[src/rtl/pipe_stall_ctrl_pkg.sv]
// Shared types for the pipeline hazard/stall controller.
//   state_t : controller FSM encoding (S_RUN = 0, S_MEM = 1)
//   ctl_t   : per-stage hold/bubble bundle driven to the pipeline registers
//   REG_AW  : default register address width
package pipe_stall_ctrl_pkg;

  typedef enum logic {S_RUN = 1'b0, S_MEM = 1'b1} state_t;

  localparam int REG_AW = 4;

  typedef struct packed {
    logic stall_if;
    logic stall_id;
    logic stall_ex;
    logic stall_mem;
    logic flush_id;
    logic flush_ex;
    logic flush_wb;
  } ctl_t;

  localparam ctl_t CTL_NONE = 7'b0000_000;
  // Whole pipe held; the instruction leaving MEM is replaced by a bubble.
  localparam ctl_t CTL_FULL = 7'b1111_001;
  // PC held while the rest advances; a bubble enters IF/ID.
  localparam ctl_t CTL_LAST = 7'b1000_100;
  localparam ctl_t CTL_LU   = 7'b1100_010;
  localparam ctl_t CTL_BR   = 7'b0000_100;

endpackage

[src/rtl/pipe_stall_ctrl_if.sv]
// Hazard inputs and stall/flush outputs between the pipeline and the
// stall controller.
//   master : pipeline side (drives hazard sources, receives holds/bubbles)
//   slave  : controller side
interface pipe_stall_ctrl_if
  import pipe_stall_ctrl_pkg::*;
#(
  parameter int RW = REG_AW
) ();

  logic          mem_op;
  logic          ext_hold;
  logic          ex_load;
  logic [RW-1:0] ex_rd;
  logic [RW-1:0] id_rs;
  logic [RW-1:0] id_rt;
  logic          id_rs_use;
  logic          id_rt_use;
  logic          branch_taken;
  logic          stall_if;
  logic          stall_id;
  logic          stall_ex;
  logic          stall_mem;
  logic          flush_id;
  logic          flush_ex;
  logic          flush_wb;
  logic          busy;

  modport master (
    output mem_op, ext_hold, ex_load, ex_rd, id_rs, id_rt, id_rs_use, id_rt_use, branch_taken,
    input  stall_if, stall_id, stall_ex, stall_mem, flush_id, flush_ex, flush_wb, busy
  );

  modport slave (
    input  mem_op, ext_hold, ex_load, ex_rd, id_rs, id_rt, id_rs_use, id_rt_use, branch_taken,
    output stall_if, stall_id, stall_ex, stall_mem, flush_id, flush_ex, flush_wb, busy
  );

endinterface

[src/rtl/pipe_stall_ctrl_wait_cnt.sv]
// stall_wait_cnt: loadable down-counter timing the shared-bus wait.
//   clk, rst   : clock, async active-low reset (cnt -> 0)
//   load       : load load_val (has priority over en)
//   en         : decrement by one
//   cnt, zero  : current count and cnt==0 flag
module stall_wait_cnt #(
  parameter int W = 2
) (
  input  logic         clk,
  input  logic         rst,
  input  logic         load,
  input  logic [W-1:0] load_val,
  input  logic         en,
  output logic [W-1:0] cnt,
  output logic         zero
);

  always_ff @(posedge clk or negedge rst) begin
    if (!rst)      cnt <= '0;
    else if (load) cnt <= load_val;
    else if (en)   cnt <= cnt - 1'b1;
  end

  assign zero = (cnt == '0);

endmodule

[src/rtl/pipe_stall_ctrl.sv]
// pipe_stall_ctrl: hazard/stall controller for the IF-ID-EX-MEM-WB pipeline.
// Priority ext_hold > shared-bus wait > load-use > taken branch; only the
// winning rule drives the hold/bubble outputs, which are combinational and
// forced to 0 while rst is low.
//   clk, rst : clock, async active-low reset
//   bus      : pipe_stall_ctrl_if.slave (hazard inputs, stall/flush/busy)
//   perf_*   : saturating won-cycle counters, only with STALL_PERF_EN defined
module pipe_stall_ctrl
  import pipe_stall_ctrl_pkg::*;
#(
  parameter int MEM_WAIT = 2,
  parameter int RW       = REG_AW,
  parameter int PERF_W   = 16
) (
  input  logic              clk,
  input  logic              rst,
  pipe_stall_ctrl_if.slave  bus
`ifdef STALL_PERF_EN
  ,
  output logic [PERF_W-1:0] perf_mem,
  output logic [PERF_W-1:0] perf_lu,
  output logic [PERF_W-1:0] perf_br
`endif
);

  localparam int CW = $clog2(MEM_WAIT) + 1;
  // First S_RUN cycle counts as one wait cycle and the cnt==0 cycle as the last.
  localparam logic [CW-1:0] LOAD_VAL = CW'((MEM_WAIT > 1) ? MEM_WAIT - 2 : 0);

  state_t        state, state_nx;
  logic [CW-1:0] cnt;
  logic          cnt_zero, cnt_load, cnt_en;
  logic [RW-1:0] ex_rd;
  logic          hazard, mem_win, lu_win, br_win;
  ctl_t          ctl, ctl_out;

  assign ex_rd  = bus.ex_rd;
  assign hazard = bus.ex_load && (ex_rd != '0) &&
                  ((bus.id_rs_use && bus.id_rs == ex_rd) ||
                   (bus.id_rt_use && bus.id_rt == ex_rd));

  stall_wait_cnt #(.W(CW)) u_cnt (
    .clk      (clk),
    .rst      (rst),
    .load     (cnt_load),
    .load_val (LOAD_VAL),
    .en       (cnt_en),
    .cnt      (cnt),
    .zero     (cnt_zero)
  );

  always_ff @(posedge clk or negedge rst) begin
    if (!rst) state <= S_RUN;
    else      state <= state_nx;
  end

  // ext_hold leaves state_nx/cnt controls at their defaults, freezing the wait.
  always_comb begin
    ctl      = CTL_NONE;
    state_nx = state;
    cnt_load = 1'b0;
    cnt_en   = 1'b0;
    mem_win  = 1'b0;
    lu_win   = 1'b0;
    br_win   = 1'b0;
    if (bus.ext_hold) begin
      ctl = CTL_FULL;
    end else if (MEM_WAIT == 1 && bus.mem_op) begin
      ctl     = CTL_LAST;
      mem_win = 1'b1;
    end else if (MEM_WAIT > 1 && state == S_MEM) begin
      // mem_op is not sampled here; the held pipe keeps it asserted.
      mem_win = 1'b1;
      if (!cnt_zero) begin
        ctl    = CTL_FULL;
        cnt_en = 1'b1;
      end else begin
        ctl      = CTL_LAST;
        state_nx = S_RUN;
      end
    end else if (MEM_WAIT > 1 && bus.mem_op) begin
      ctl      = CTL_FULL;
      cnt_load = 1'b1;
      state_nx = S_MEM;
      mem_win  = 1'b1;
    end else if (hazard) begin
      ctl    = CTL_LU;
      lu_win = 1'b1;
    end else if (bus.branch_taken) begin
      ctl    = CTL_BR;
      br_win = 1'b1;
    end
  end

  assign ctl_out       = rst ? ctl : CTL_NONE;
  assign bus.stall_if  = ctl_out.stall_if;
  assign bus.stall_id  = ctl_out.stall_id;
  assign bus.stall_ex  = ctl_out.stall_ex;
  assign bus.stall_mem = ctl_out.stall_mem;
  assign bus.flush_id  = ctl_out.flush_id;
  assign bus.flush_ex  = ctl_out.flush_ex;
  assign bus.flush_wb  = ctl_out.flush_wb;
  assign bus.busy      = rst && (state == S_MEM);

`ifdef STALL_PERF_EN
  always_ff @(posedge clk or negedge rst) begin
    if (!rst) begin
      perf_mem <= '0;
      perf_lu  <= '0;
      perf_br  <= '0;
    end else begin
      if (mem_win && !(&perf_mem)) perf_mem <= perf_mem + 1'b1;
      if (lu_win  && !(&perf_lu))  perf_lu  <= perf_lu  + 1'b1;
      if (br_win  && !(&perf_br))  perf_br  <= perf_br  + 1'b1;
    end
  end
`else
  logic unused_win;
  assign unused_win = mem_win ^ lu_win ^ br_win;
`endif

endmodule

[src/flat_wrapper.sv]
// flat-port wrapper written by rule: the top's interface ports become plain ports
module pipe_stall_ctrl_flat import pipe_stall_ctrl_pkg::*;
#(
  parameter int MEM_WAIT = 2,
  parameter int RW       = REG_AW,
  parameter int PERF_W   = 16
)
  (clk, rst, bus_mem_op, bus_ext_hold, bus_ex_load, bus_ex_rd, bus_id_rs, bus_id_rt, bus_id_rs_use, bus_id_rt_use, bus_branch_taken, bus_stall_if, bus_stall_id, bus_stall_ex, bus_stall_mem, bus_flush_id, bus_flush_ex, bus_flush_wb, bus_busy);
  pipe_stall_ctrl_if #(.RW(RW)) bus_i ();
  input  logic clk;
  input  logic rst;
  input wire logic [$bits(bus_i.mem_op)-1:0] bus_mem_op;
  input wire logic [$bits(bus_i.ext_hold)-1:0] bus_ext_hold;
  input wire logic [$bits(bus_i.ex_load)-1:0] bus_ex_load;
  input wire logic [$bits(bus_i.ex_rd)-1:0] bus_ex_rd;
  input wire logic [$bits(bus_i.id_rs)-1:0] bus_id_rs;
  input wire logic [$bits(bus_i.id_rt)-1:0] bus_id_rt;
  input wire logic [$bits(bus_i.id_rs_use)-1:0] bus_id_rs_use;
  input wire logic [$bits(bus_i.id_rt_use)-1:0] bus_id_rt_use;
  input wire logic [$bits(bus_i.branch_taken)-1:0] bus_branch_taken;
  output wire logic [$bits(bus_i.stall_if)-1:0] bus_stall_if;
  output wire logic [$bits(bus_i.stall_id)-1:0] bus_stall_id;
  output wire logic [$bits(bus_i.stall_ex)-1:0] bus_stall_ex;
  output wire logic [$bits(bus_i.stall_mem)-1:0] bus_stall_mem;
  output wire logic [$bits(bus_i.flush_id)-1:0] bus_flush_id;
  output wire logic [$bits(bus_i.flush_ex)-1:0] bus_flush_ex;
  output wire logic [$bits(bus_i.flush_wb)-1:0] bus_flush_wb;
  output wire logic [$bits(bus_i.busy)-1:0] bus_busy;
  assign bus_i.mem_op = bus_mem_op;
  assign bus_i.ext_hold = bus_ext_hold;
  assign bus_i.ex_load = bus_ex_load;
  assign bus_i.ex_rd = bus_ex_rd;
  assign bus_i.id_rs = bus_id_rs;
  assign bus_i.id_rt = bus_id_rt;
  assign bus_i.id_rs_use = bus_id_rs_use;
  assign bus_i.id_rt_use = bus_id_rt_use;
  assign bus_i.branch_taken = bus_branch_taken;
  assign bus_stall_if = bus_i.stall_if;
  assign bus_stall_id = bus_i.stall_id;
  assign bus_stall_ex = bus_i.stall_ex;
  assign bus_stall_mem = bus_i.stall_mem;
  assign bus_flush_id = bus_i.flush_id;
  assign bus_flush_ex = bus_i.flush_ex;
  assign bus_flush_wb = bus_i.flush_wb;
  assign bus_busy = bus_i.busy;
  pipe_stall_ctrl #(.MEM_WAIT(MEM_WAIT), .RW(RW), .PERF_W(PERF_W)) u_core (.clk(clk), .rst(rst), .bus(bus_i));
endmodule
[config.mk]
export PLATFORM = sky130hd
export DESIGN_NAME = pipe_stall_ctrl_flat
export DESIGN_NICKNAME = d
export VERILOG_FILES = /design/src/rtl/pipe_stall_ctrl_pkg.sv /design/src/rtl/pipe_stall_ctrl_if.sv /design/src/rtl/pipe_stall_ctrl_wait_cnt.sv /design/src/rtl/pipe_stall_ctrl.sv /design/src/flat_wrapper.sv
export SDC_FILE = /design/constraint.sdc
export NUM_CORES = 1
export LEC_CHECK = 0
export CORE_AREA = 2 2 39 41
export DETAILED_ROUTE_END_ITERATION = 16
export DIE_AREA = 0 0 41 43
export PLACE_DENSITY_LB_ADDON = 0.12
export SLEW_MARGIN = 20
export SYNTH_ARGS = -nofsm -noshare
export SYNTH_HDL_FRONTEND = slang
export SYNTH_SLANG_ARGS = --single-unit
[constraint.sdc]
create_clock -name clk -period 1.4 [get_ports clk]
set_input_delay 0.14 -clock clk [delete_from_list [all_inputs] [get_ports clk]]
set_output_delay 0.14 -clock clk [all_outputs]
set_load 0.03 [all_outputs]
# [Yosys cells after proc, flatten, opt, wreduce, memory -nomap -nowiden]
# Cells that the tools add are included.
[op_classes] add_sub_neg=1 n_eq_ne=2 muxes=16 reduce_logical=9
[op_table] cell="$mux 7" n=5
[op_table] cell="$eq 4x4->1" n=2
[op_table] cell="$mux 1" n=7
[op_table] cell="$mux 6" n=1
[op_table] cell="$logic_and 1x1->1" n=5
[op_table] cell="$mux 2" n=2
[op_table] cell="$reduce_bool 4->1" n=1
[op_table] cell="$mux 3" n=1
[op_table] cell="$logic_not 2->1" n=1
[op_table] cell="$reduce_bool 2->1" n=1
[op_table] cell="$sub 2x1->2 const B" n=1
[op_table] cell="$logic_or 1x1->1" n=1
[word_totals] reg_bits=3 wordCells=30

# [Longest topological paths before layout]
# Gate-level depths: netlist (run 1).
[depth] depth_word=9 ltp_mapped=6 ltp_nobuf=5

# [By module]
# A second synthesis (run 1) with hierarchy kept.
[hier_totals] cells_unflattened=46 hier_area_um2=380.4
[by_module_without_submodules] mod="pipe_stall_ctrl" n_inst=1 cells_each=34 area_per_inst_um2=264.0 seq_area_each_um2=25.0
[by_module_without_submodules] mod="stall_wait_cnt" n_inst=1 cells_each=12 area_per_inst_um2=116.4 seq_area_each_um2=50.0

# [Least setup slack after synthesis (run 1)]
# OpenSTA, ideal clock, no wires.
[synth_path] path_type="reg2out" startpoint="reg u_core.u_cnt.cnt[0]" endpoint="out bus_stall_ex" arrival_time_ps=1678 t_required_ps=1260 slack_ps=-418 stages_incl_launch_ff=7 cell_sequence="dfrtp_1 > inv_1 > ha_1 > nand2_1 > o21ai_0 > a21oi_1 > buf_4"
[synth_via] elab_chain_cells=5
[synth_lines] element="start: declaration" line_no="pipe_stall_ctrl_wait_cnt.sv:14" source="output logic [W-1:0] cnt,"
[synth_lines] element="start signal: assignment" line_no="pipe_stall_ctrl_wait_cnt.sv:20" source="else if (load) cnt <= load_val;"
[synth_lines] element="start signal: assignment" line_no="pipe_stall_ctrl_wait_cnt.sv:21" source="else if (en) cnt <= cnt - 1'b1;"
[synth_lines] element="$logic_not 2->1" line_no="pipe_stall_ctrl_wait_cnt.sv:24" source="assign zero = (cnt == '0);"
[synth_lines] element="$mux 6" line_no="pipe_stall_ctrl.sv:74" source="if (!cnt_zero) begin"
[synth_lines] element="$mux 7" line_no="pipe_stall_ctrl.sv:71" source="end else if (MEM_WAIT > 1 && state == S_MEM) begin"
[synth_lines] element="$mux 7" line_no="pipe_stall_ctrl.sv:66" source="if (bus.ext_hold) begin"
[synth_lines] element="$mux 7" line_no="pipe_stall_ctrl.sv:95" source="assign ctl_out = rst ? ctl : CTL_NONE;"
[synth_lines] element="end: declaration" line_no="flat_wrapper.sv:23" source="output wire logic [$bits(bus_i.stall_ex)-1:0] bus_stall_ex;"
# Every way passes these cells.

# [Final worst setup path (run 1)]
[layout_path] startpoint="reg u_core.u_cnt.cnt[0]" endpoint="out bus_stall_id"
[layout_via] elab_chain_cells=5
[layout_lines] element="$logic_not 2->1" line_no="pipe_stall_ctrl_wait_cnt.sv:24"
[layout_lines] element="$mux 6" line_no="pipe_stall_ctrl.sv:74"
[layout_lines] element="$mux 7" line_no="pipe_stall_ctrl.sv:71"
[layout_lines] element="$mux 7" line_no="pipe_stall_ctrl.sv:66"
[layout_lines] element="$mux 7" line_no="pipe_stall_ctrl.sv:95"
[layout_lines] element="end: declaration" line_no="flat_wrapper.sv:22" source="output wire logic [$bits(bus_i.stall_id)-1:0] bus_stall_id;"
# Every way passes these cells.

==> results.py, run 1 <==
metrics = {
    "outcome": {
        "outcome": "finished, violations left",
        "failed_checks": "negative setup slack",
    },
    "timing": {
        "setup_total_negative_slack_ns": -0.07271,
        "setup_viol": 5,
        "final-max-slew-violation-count": 0,
        "period_minus_slack_ns": 1.435,
        "tightestPinTransition_ns": 0.3643,
        "timing.max_slew.rel_slack_pct": 75.45,
        "grt_setup_unrepaired": "true",
        "clock.fmax_mhz": 697.1,
        "finalWorstSetupSlack_ns": -0.03457,
        "timing.hold.ws_ns": 0.2723,
        "final.setup_skew_ns": 0.003170,
        "report.final.hold_viol_count": 0,
        "min_period_over_period_pct": 102.5,
    },
    "worst_setup_path": {
        "crit_type": "reg -> out",
        "critPathMaxFanout": 3,
        "crit_path_start_kind": "flip-flop",
        "req_time_crit_path_ns": 1.26,
        "timing.critical_path.to_type": "output pin",
        "worst_path_arrival_ns": 1.29,
    },
    "worst_hold_path": {
        "timing.hold.worst.class": "in -> async",
    },
    "floorplan": {
        "die_height_um": 43,
        "die-area_um2": 1763,
        "io_pins": 28,
        "placement_rows": 14,
        "die-width_um": 41,
        "initial_core_utilization_pct": 25.50,
        "core-area_um2": 1384,
    },
    "detailed_routing": {
        "drt.antenna.violating_nets": 0,
        "post_drt_wl_per_cell_um": 11.67,
        "route.vias.total": 491,
        "post_detailed_route_via_to_cell_ratio": 4.676,
        "drt_first_iter_violations": 14,
        "drtPass1Iterations": 3,
        "drt_drc_violations_left": 0,
        "detail_route.wirelength_um": 1225,
    },
    "clock_network": {
        "cts-buffers-inserted": 3,
        "maximum_root_to_sink_buffer_count": 2,
        "clockRootBuffer": "clkbuf_4",
        "worst_path_clk_slew_ns": 0.04,
        "clock_insertion_delay_worst_skew_ns": 0.23,
        "tritoncts_clock_tree": "built",
        "cts_hold_buffers": 0,
        "number_of_h_tree_branching_levels": 1,
        "cts.sinks": 3,
    },
    "power": {
        "power_density_nw_per_um2": 1261,
        "p_total_mw": 1.081,
        "static-leakage-power_nw": 0.3942,
        "worst_ir_drop_vdd_mv": 0.5067,
    },
    "grt": {
        "grt_use_total_pct": 16.33,
        "globalRoute.totalOverflow": 0,
        "grt_first_pass_wirelength_um": 1911,
        "grt_antenna_before_repair": 0,
        "via_count_of_the_first_global_routing_pass": 503,
        "pin_count_of_the_biggest_net_entering_global_routing": 6,
    },
    "synth": {
        "synth.avg_cell_area_um2": 7.670,
        "synthesis.nets": 67,
        "synth.distinct_cells": 21,
        "synth_seq_area_share_pct": 21.28,
        "ys_seq_elements": 3,
        "syn-cell-area_um2": 352.8,
        "synthesis.yosys.warnings": 0,
        "cell_count_after_synthesis": 46,
    },
    "place": {
        "gp_routability_congestion": 0.7102,
        "placedInstanceArea_um2": 734.5,
        "sum_of_net_half_perimeters_after_detailed_placement_um": 1020,
        "cells_after_dpl": 99,
        "io_buffers": 27,
        "dpl_worst_slack_ns": -0.7237,
    },
    "finish": {
        "antenna-diode-count": 0,
        "filler_cell_count": 128,
        "stdcell_count": 105,
        "finalCoreUtilization_pct": 61.93,
        "final_design_area_no_fill_um2": 857.1,
        "drive_gt1_share_pct": 59.55,
        "design.final.nets": 111,
        "syn_to_final_growth_pct": 142.9,
    },
    "flow_run": {
        "maxCapViolations": 0,
    },
}
state kept, by name, summed over array words and instances (netlist names):
register          flops
u_core.u_cnt.cnt      2
u_core.state          1
final timing paths:
check / end / cells past startpoint / from / slack [ns]
setup / recovery: bus_stall_id / 5 / u_core.u_cnt.cnt[0] / -0.03
hold / removal: u_core.state / 2 / rst / 0.27
setup reg to reg: u_core.u_cnt.cnt[1] / 6 / u_core.u_cnt.cnt[0] / 0.22
hold reg to reg: u_core.u_cnt.cnt[1] / 3 / u_core.u_cnt.cnt[1] / 0.64
max in group asynchronous: u_core.u_cnt.cnt[1] / 2 / rst / 1.03
min in group clk: u_core.u_cnt.cnt[1] / 4 / bus_ext_hold / 0.41
area by class of cell:
class	instances	area, um^2	share of cell area (%)
timing repair buffer	41	372.9	43.50
multi-input combinational	36	344.1	40.15
sequential	3	75.07	8.759
clock buffer	4	26.28	3.066
tap	16	20.02	2.336
inverter	5	18.77	2.190
logic make-up (layout without fill, tap and decap cells):
| group | Yosys count | after routing | synth area share, % |
|---|---|---|---|
| and+or+nand+nor | 12 | 12 | 18.44 |
| AOI/OAI and AO/OA | 15 | 15 | 27.31 |
| xor gates and xnor gates | 8 | 8 | 19.86 |
| buffers and inverters | 7 | 50 | 9.574 |
| DFF | 3 | 3 | 21.28 |
| adders and majority gates | 1 | 1 | 3.546 |
cells in the final DEF, fill, tap and decap left out:
cell	synthesis	final
dlygate4sd2_1	0	2
ha_4	0	1
inv_1	5	3
buf_8	0	1
clkbuf_1	0	1
xor2_1	6	3
a21oi_4	0	2
dlymetal6s2s_1	0	1
inv_2	0	2
and4_1	1	1
dfrtp_1	3	3
xnor2_1	2	2
clkdlybuf4s15_1	0	1
o21a_1	1	1
buf_2	0	4
nor3_1	3	2
nand3_1	2	1
xor2_2	0	3
nand3_2	0	1
o41ai_2	0	1
nor3_2	1	2
clkbuf_4	0	3
buf_6	0	11
o221a_2	1	1
nand2_4	0	2
clkdlybuf4s15_2	0	1
nor2_2	0	1
o21ai_2	0	1
buf_4	2	15
nand4_1	1	1
o32ai_2	0	1
a21oi_1	4	3
clkdlybuf4s50_1	0	5
o21ai_0	5	4
nor2_1	2	1
a31oi_1	1	1
report_power, final:
group | internal [mW] | switching, mW
registers | 0.130 | 0.0275
clock network | 0.107 | 0.0430
logic | 0.381 | 0.392
worst max-delay path: stages, from the launching register on:
cell and delay, ns:
dfrtp_1 0.38, inv_2 0.08, ha_4 0.14, nand2_4 0.06, o221a_2 0.27, buf_6 0.14
metal layers:
metal  GRT usage [%]  vias to the layer above  wire (um)
li1                -                      248          -
met1           17.26                      221        442
met2           28.44                       22        689
met3           4.712                        0         93
met4           6.000                        0          0
met5               0                        -          0
timing repair:
item,CTS,global route
setup endpoints to repair,7,7
buffers inserted,3,0
pin swaps,15,14
resized for setup,62,13
synthesized netlist by cell type:
cell / count / area, um^2
o41ai_1: 1 / 8.760
nand4_1: 1 / 6.260
o32ai_1: 1 / 8.760
xor2_1: 6 / 52.55
inv_1: 5 / 18.77
nor2_1: 2 / 7.510
a21oi_2: 1 / 8.760
a31oi_1: 1 / 6.260
and4_1: 1 / 8.760
o221a_2: 1 / 11.26
buf_4: 2 / 15.01
xnor2_1: 2 / 17.52
o21ai_0: 5 / 25.02
nor3_2: 1 / 10.01
dfrtp_1: 3 / 75.07
a21oi_1: 4 / 20.02
nand3_1: 2 / 10.01
o21a_1: 1 / 7.510
nor3_1: 3 / 15.01
ha_1: 1 / 12.51
nand2_1: 2 / 7.510
No activity file was read; power rests on OpenSTA's default activity.
==> run 2, diff against run 1 <==
- ABC_AREA: unset -> 1
==> results.py, run 2 <==
metrics = {
    "finish": {
        "design.final.nets": 133,
        "layout_common_cells": "nand2_1, dlygate4sd2_1, inv_1",
        "drive_gt1_share_pct": 39.64,
        "stdcell_count": 127,
        "antenna-diode-count": 0,
        "top_registers": "u_core.u_cnt.cnt: 2 flops, u_core.state: 1 flops",
        "largest_reg_flops": 2,
        "final_design_area_no_fill_um2": 773.2,
        "syn_to_final_growth_pct": 87.27,
        "layout.cells.most_common": "nand2_1",
        "reg_with_most_ffs": "u_core.u_cnt.cnt",
    },
    "worst_setup_path": {
        "worst_path_arrival_ns": 1.31,
        "timing.critical_path.to_type": "output pin",
        "crit_path_top_delay_cell": "dfrtp_1",
        "crit_type": "reg -> out",
        "cpPeakStageDelay_ns": 0.36,
        "timing.critical_path.cells": "inv_2, ha_4, inv_4, nand2_4, nand2_2, o21ai_2, inv_2, buf_6",
        "req_time_crit_path_ns": 1.26,
        "worst_r2r_setup_slack_ns": 0.18,
        "crit_path_start_kind": "flip-flop",
        "worst_path_most_repeated_cell": "inv_2",
        "critPathMaxFanout": 3,
    },
    "place": {
        "io_buffers": 27,
        "cells_after_dpl": 120,
        "sum_of_net_half_perimeters_after_detailed_placement_um": 884.6,
        "placedInstanceArea_um2": 690.7,
        "gp_routability_congestion": 0.6720,
    },
    "clock_network": {
        "clock_insertion_delay_worst_skew_ns": 0.25,
        "tritoncts_clock_tree": "built",
        "clockRootBuffer": "clkbuf_4",
        "cts.sinks": 3,
        "number_of_h_tree_branching_levels": 1,
        "cts-buffers-inserted": 3,
        "cts_hold_buffers": 0,
        "worst_path_clk_slew_ns": 0.04,
        "maximum_root_to_sink_buffer_count": 2,
    },
    "synth": {
        "synth.distinct_cells": 17,
        "syn-cell-area_um2": 412.9,
        "synth_seq_area_share_pct": 18.18,
        "synth.cells.most_frequent": "nand2_1, inv_1, nor2_1, nand3_1, inv_2",
        "synthesis.nets": 97,
        "ys_seq_elements": 3,
        "cell_count_after_synthesis": 76,
        "synth_top_cell_by_area": "nand2_1",
        "synth-edff-count": 0,
        "synthesis.yosys.warnings": 0,
        "synth.most_common_cell": "nand2_1",
        "flip_flop_cell_with_the_highest_count_after_synthesis": "dfrtp_1",
        "synth.top_cell.area_share_pct": 20.91,
        "synth.avg_cell_area_um2": 5.433,
        "ys_top_cells_by_area": "nand2_1, dfrtp_1, inv_1",
        "async_flop_share_pct": 100.0,
    },
    "detailed_routing": {
        "detail_route.wirelength_um": 1081,
        "drt_drc_violations_left": 0,
        "post_drt_wl_per_cell_um": 8.512,
        "drt_first_iter_violations": 1,
        "drtPass1Iterations": 2,
        "post_detailed_route_via_to_cell_ratio": 4.425,
        "drt.antenna.violating_nets": 0,
        "route.vias.total": 562,
    },
    "grt": {
        "grt_antenna_before_repair": 0,
        "grt_first_pass_wirelength_um": 1814,
        "globalRoute.totalOverflow": 0,
        "grt_use_total_pct": 14.60,
        "via_count_of_the_first_global_routing_pass": 524,
        "pin_count_of_the_biggest_net_entering_global_routing": 6,
    },
    "flow_run": {
        "maxCapViolations": 0,
    },
    "timing": {
        "timing.max_slew.rel_slack_pct": 85.33,
        "setup_viol": 5,
        "report.final.hold_viol_count": 0,
        "finalWorstSetupSlack_ns": -0.04623,
        "clock.fmax_mhz": 691.5,
        "final.setup_skew_ns": 0.009087,
        "period_minus_slack_ns": 1.446,
        "min_period_over_period_pct": 103.3,
        "timing.hold.ws_ns": 0.3243,
        "final-max-slew-violation-count": 0,
        "tightestPinTransition_ns": 0.2194,
        "grt_setup_unrepaired": "true",
    },
    "outcome": {
        "outcome": "finished, violations left",
        "failed_checks": "negative setup slack",
    },
    "floorplan": {
        "core-area_um2": 1384,
        "initial_core_utilization_pct": 29.84,
        "die-width_um": 41,
        "die_height_um": 43,
        "io_pins": 28,
        "die-area_um2": 1763,
        "placement_rows": 14,
    },
    "power": {
        "static-leakage-power_nw": 0.4355,
        "p_total_mw": 0.9050,
        "power_density_nw_per_um2": 1170,
        "worst_ir_drop_vdd_mv": 0.3737,
    },
    "worst_hold_path": {
        "timing.hold.worst.class": "in -> async",
    },
}
run 2: kinds of logic (layout without fill, tap and decap cells):
family	after synthesis	in the layout	share of synthesized area [%]
flops	3	3	18.18
xor+xnor	2	2	4.243
compound gates	7	7	9.089
buf+inv	20	55	20.00
simple gates	43	43	45.45
fa+ha+maj	1	1	3.030
run 2: worst paths after layout:
check                                     from                   to  cells after the start
max reg2reg                u_core.u_cnt.cnt[0]  u_core.u_cnt.cnt[0]                     10
max in group asynchronous                  rst  u_core.u_cnt.cnt[1]                      2
max                        u_core.u_cnt.cnt[0]        bus_stall_mem                      8
min reg2reg                u_core.u_cnt.cnt[1]  u_core.u_cnt.cnt[1]                      3
min                                        rst  u_core.u_cnt.cnt[0]                      2
min in group clk                    bus_mem_op  u_core.u_cnt.cnt[1]                      4
run 2: where the power goes:
part / internal, mW / leakage, nW / switching (mW)
Sequential: 0.127 / 0.0360 / 0.0330
Combinational: 0.277 / 0.384 / 0.303
Clock: 0.108 / 0.0150 / 0.0582
Total: 0.511 / 0.435 / 0.394
run 2: critical path: cells and delay by family (launching register included):
family | cells | cell delay, ns
AND/OR/NAND/NOR | 2 | 0.10
AO/OA/AOI/OAI | 1 | 0.12
buffers and inverters | 4 | 0.33
flip-flops | 1 | 0.36
adder cells (fa/ha/maj) | 1 | 0.14
run 2: routing by layer:
metal  global-route usage, %  wire length (um)  share of wire [%]  up-vias
met4                   8.000                27                2.5        0
met2                   25.94               593                 55       23
met3                   1.571                89                8.2        2
met1                   15.24               370                 34      238
met5                       0                 0                  0        -
li1                        -                 -                  -      299
run 2: area by class of cell:
class | count | area (um^2)
Inverter | 18 | 70.07
Tap cell | 16 | 20.02
Clock buffer | 4 | 26.28
Fill cell | 149 | 610.6
Timing Repair Buffer | 33 | 285.3
Sequential cell | 3 | 76.32
Multi-Input combinational cell | 53 | 295.3
run 2: stage by stage:
step	setup slack, ns	util (%)	TNS (ns)
after floorplan	0.04582	-	0
after global placement	-0.2474	49.91	-0.8478
after detailed placement	-0.2405	49.91	-0.8425
after CTS	-0.08607	55.70	-0.2657
after global routing	-0.1118	55.88	-0.5580
final	-0.04623	55.88	-0.1560
run 2: repair_timing:
| action | 4_1_cts | 5_1_grt |
|---|---|---|
| setup endpoints to repair | 7 | 7 |
| cloned | 0 | 0 |
| resized for setup | 35 | 10 |
| pin swaps | 14 | 3 |
| buffers inserted | 2 | 1 |
==> run 3, diff against run 2 <==
- REMOVE_ABC_BUFFERS: unset -> 1
==> results.py, run 3 (synthesized netlist as in run 2, its figures left out) <==
metrics = {
    "detailed_routing": {
        "drt_first_iter_violations": 4,
        "detail_route.wirelength_um": 1164,
        "route.met3.wl_um": 106,
        "post_detailed_route_via_to_cell_ratio": 4.426,
        "route.vias.total": 571,
        "met2WireLength_um": 622,
        "route.layer.met1.wl_um": 435,
        "drt.antenna.violating_nets": 0,
        "drtPass1Iterations": 2,
        "post_drt_wl_per_cell_um": 9.023,
        "drt_drc_violations_left": 0,
        "highest-signal-layer": "met3",
    },
    "timing": {
        "grt_setup_unrepaired": "true",
        "clock.fmax_mhz": 693.0,
        "tightestPinTransition_ns": 0.2535,
        "period_minus_slack_ns": 1.443,
        "timing.max_slew.rel_slack_pct": 83.04,
        "timing.hold.ws_ns": 0.3652,
        "setup_viol": 9,
        "report.final.hold_viol_count": 0,
        "final.setup_skew_ns": 0.003484,
        "setup_total_negative_slack_ns": -0.2587,
        "min_period_over_period_pct": 103.1,
        "final-max-slew-violation-count": 0,
        "finalWorstSetupSlack_ns": -0.04306,
    },
    "floorplan": {
        "initial_core_utilization_pct": 29.84,
        "io_pins": 28,
        "die_height_um": 43,
        "core-area_um2": 1384,
        "placement_rows": 14,
        "die-area_um2": 1763,
        "die-width_um": 41,
    },
    "finish": {
        "drive_gt1_share_pct": 35.40,
        "reg_with_most_ffs": "u_core.u_cnt.cnt",
        "layout.cells.most_common": "nand2_1",
        "top_registers": "u_core.u_cnt.cnt: 2 flops, u_core.state: 1 flops",
        "layout_common_cells": "nand2_1, dlygate4sd2_1, buf_4",
        "syn_to_final_growth_pct": 91.82,
        "design.final.nets": 135,
        "largest_reg_flops": 2,
        "antenna-diode-count": 0,
    },
    "grt": {
        "grt_first_pass_wirelength_um": 1731,
        "via_count_of_the_first_global_routing_pass": 504,
        "grt_use_total_pct": 14.24,
        "pin_count_of_the_biggest_net_entering_global_routing": 6,
        "globalRoute.totalOverflow": 0,
        "grt_antenna_before_repair": 0,
    },
    "worst_setup_path": {
        "worstRegToRegCells": 12,
        "startpoint": "u_core.state",
        "critical_path_capture_point": "bus_flush_ex",
        "rr_startpoint": "u_core.u_cnt.cnt[1]",
        "crit_path_start_kind": "flip-flop",
        "timing.critical_path.to_type": "output pin",
        "crit_type": "reg -> out",
        "worst_path_arrival_ns": 1.30,
        "timing.rr.end": "u_core.u_cnt.cnt[0]",
        "req_time_crit_path_ns": 1.26,
        "critPathMaxFanout": 4,
        "worst_r2r_setup_slack_ns": -0.03,
    },
    "flow_run": {
        "maxCapViolations": 0,
    },
    "power": {
        "power_density_nw_per_um2": 1171,
        "static-leakage-power_nw": 0.4481,
        "worst_ir_drop_vdd_mv": 0.4777,
    },
    "outcome": {
        "failed_checks": "negative setup slack",
        "outcome": "finished, violations left",
    },
    "place": {
        "gp_routability_congestion": 0.7480,
        "io_buffers": 27,
        "dpl_worst_slack_ns": -0.2680,
        "sum_of_net_half_perimeters_after_detailed_placement_um": 891.5,
    },
    "clock_network": {
        "cts.sinks": 3,
        "maximum_root_to_sink_buffer_count": 2,
        "clock_insertion_delay_worst_skew_ns": 0.24,
        "worst_path_clk_slew_ns": 0.04,
        "tritoncts_clock_tree": "built",
        "number_of_h_tree_branching_levels": 1,
        "cts-buffers-inserted": 3,
        "clockRootBuffer": "clkbuf_4",
    },
    "worst_hold_path": {
        "timing.hold.worst.class": "in -> async",
    },
}
## run 3: worst min path at each step
stage | to | slack [ns] | cells past startpoint
final | u_core.state | 0.37 | 2
after global routing | u_core.u_cnt.cnt[1] | 0.37 | 2
after CTS | u_core.state | 0.32 | 2
after detailed placement | u_core.u_cnt.cnt[1] | 0.54 | 2
after global placement | u_core.u_cnt.cnt[1] | 0.53 | 2
after floorplan | u_core.state | -0.16 | 0
## run 3: stage by stage
stage	instances	power, mW	utilization [%]	cell area, um^2
after detailed placement	119	0.5659	49.37	683.2
after CTS	128	0.8880	55.88	773.2
final	129	0.9271	57.23	792.0
after global routing	129	1.009	57.23	792.0
after floorplan	74	0.3994	-	397.9
after global placement	119	0.5598	49.37	683.2
## run 3: critical path, stage by stage, from the launching register on
cell and delay, ns:
dfrtp_1 0.43, nor2_1 0.24, nand3_1 0.11, nor2_1 0.12, buf_4 0.17
## run 3: area by class of cell
cell class,count,area (um^2)
clock buffer,4,26.28
fill,150,591.8
inverter,18,70.07
multi-input combinational,53,291.5
sequential,3,75.07
tap,16,20.02
timing repair buffer,35,309.0
## run 3: timing repair
item | in CTS | in global routing
setup buffers | 5 | 1
pin swaps | 12 | 5
gates resized for setup | 29 | 8
endpoints found under the setup margin | 7 | 10
hold buffers | 0 | 0
## run 3: where the power goes
group          switching, mW  total [mW]  internal [mW]
clock network         0.0486       0.156          0.107
registers             0.0294       0.154          0.125
logic                  0.313       0.617          0.305
## run 3: layer usage
layer | GRT usage (%) | vias up
li1 | - | 299
met2 | 25.31 | 26
met4 | 4.000 | 0
met3 | 6.283 | 0
met5 | 0 | -
met1 | 13.78 | 246
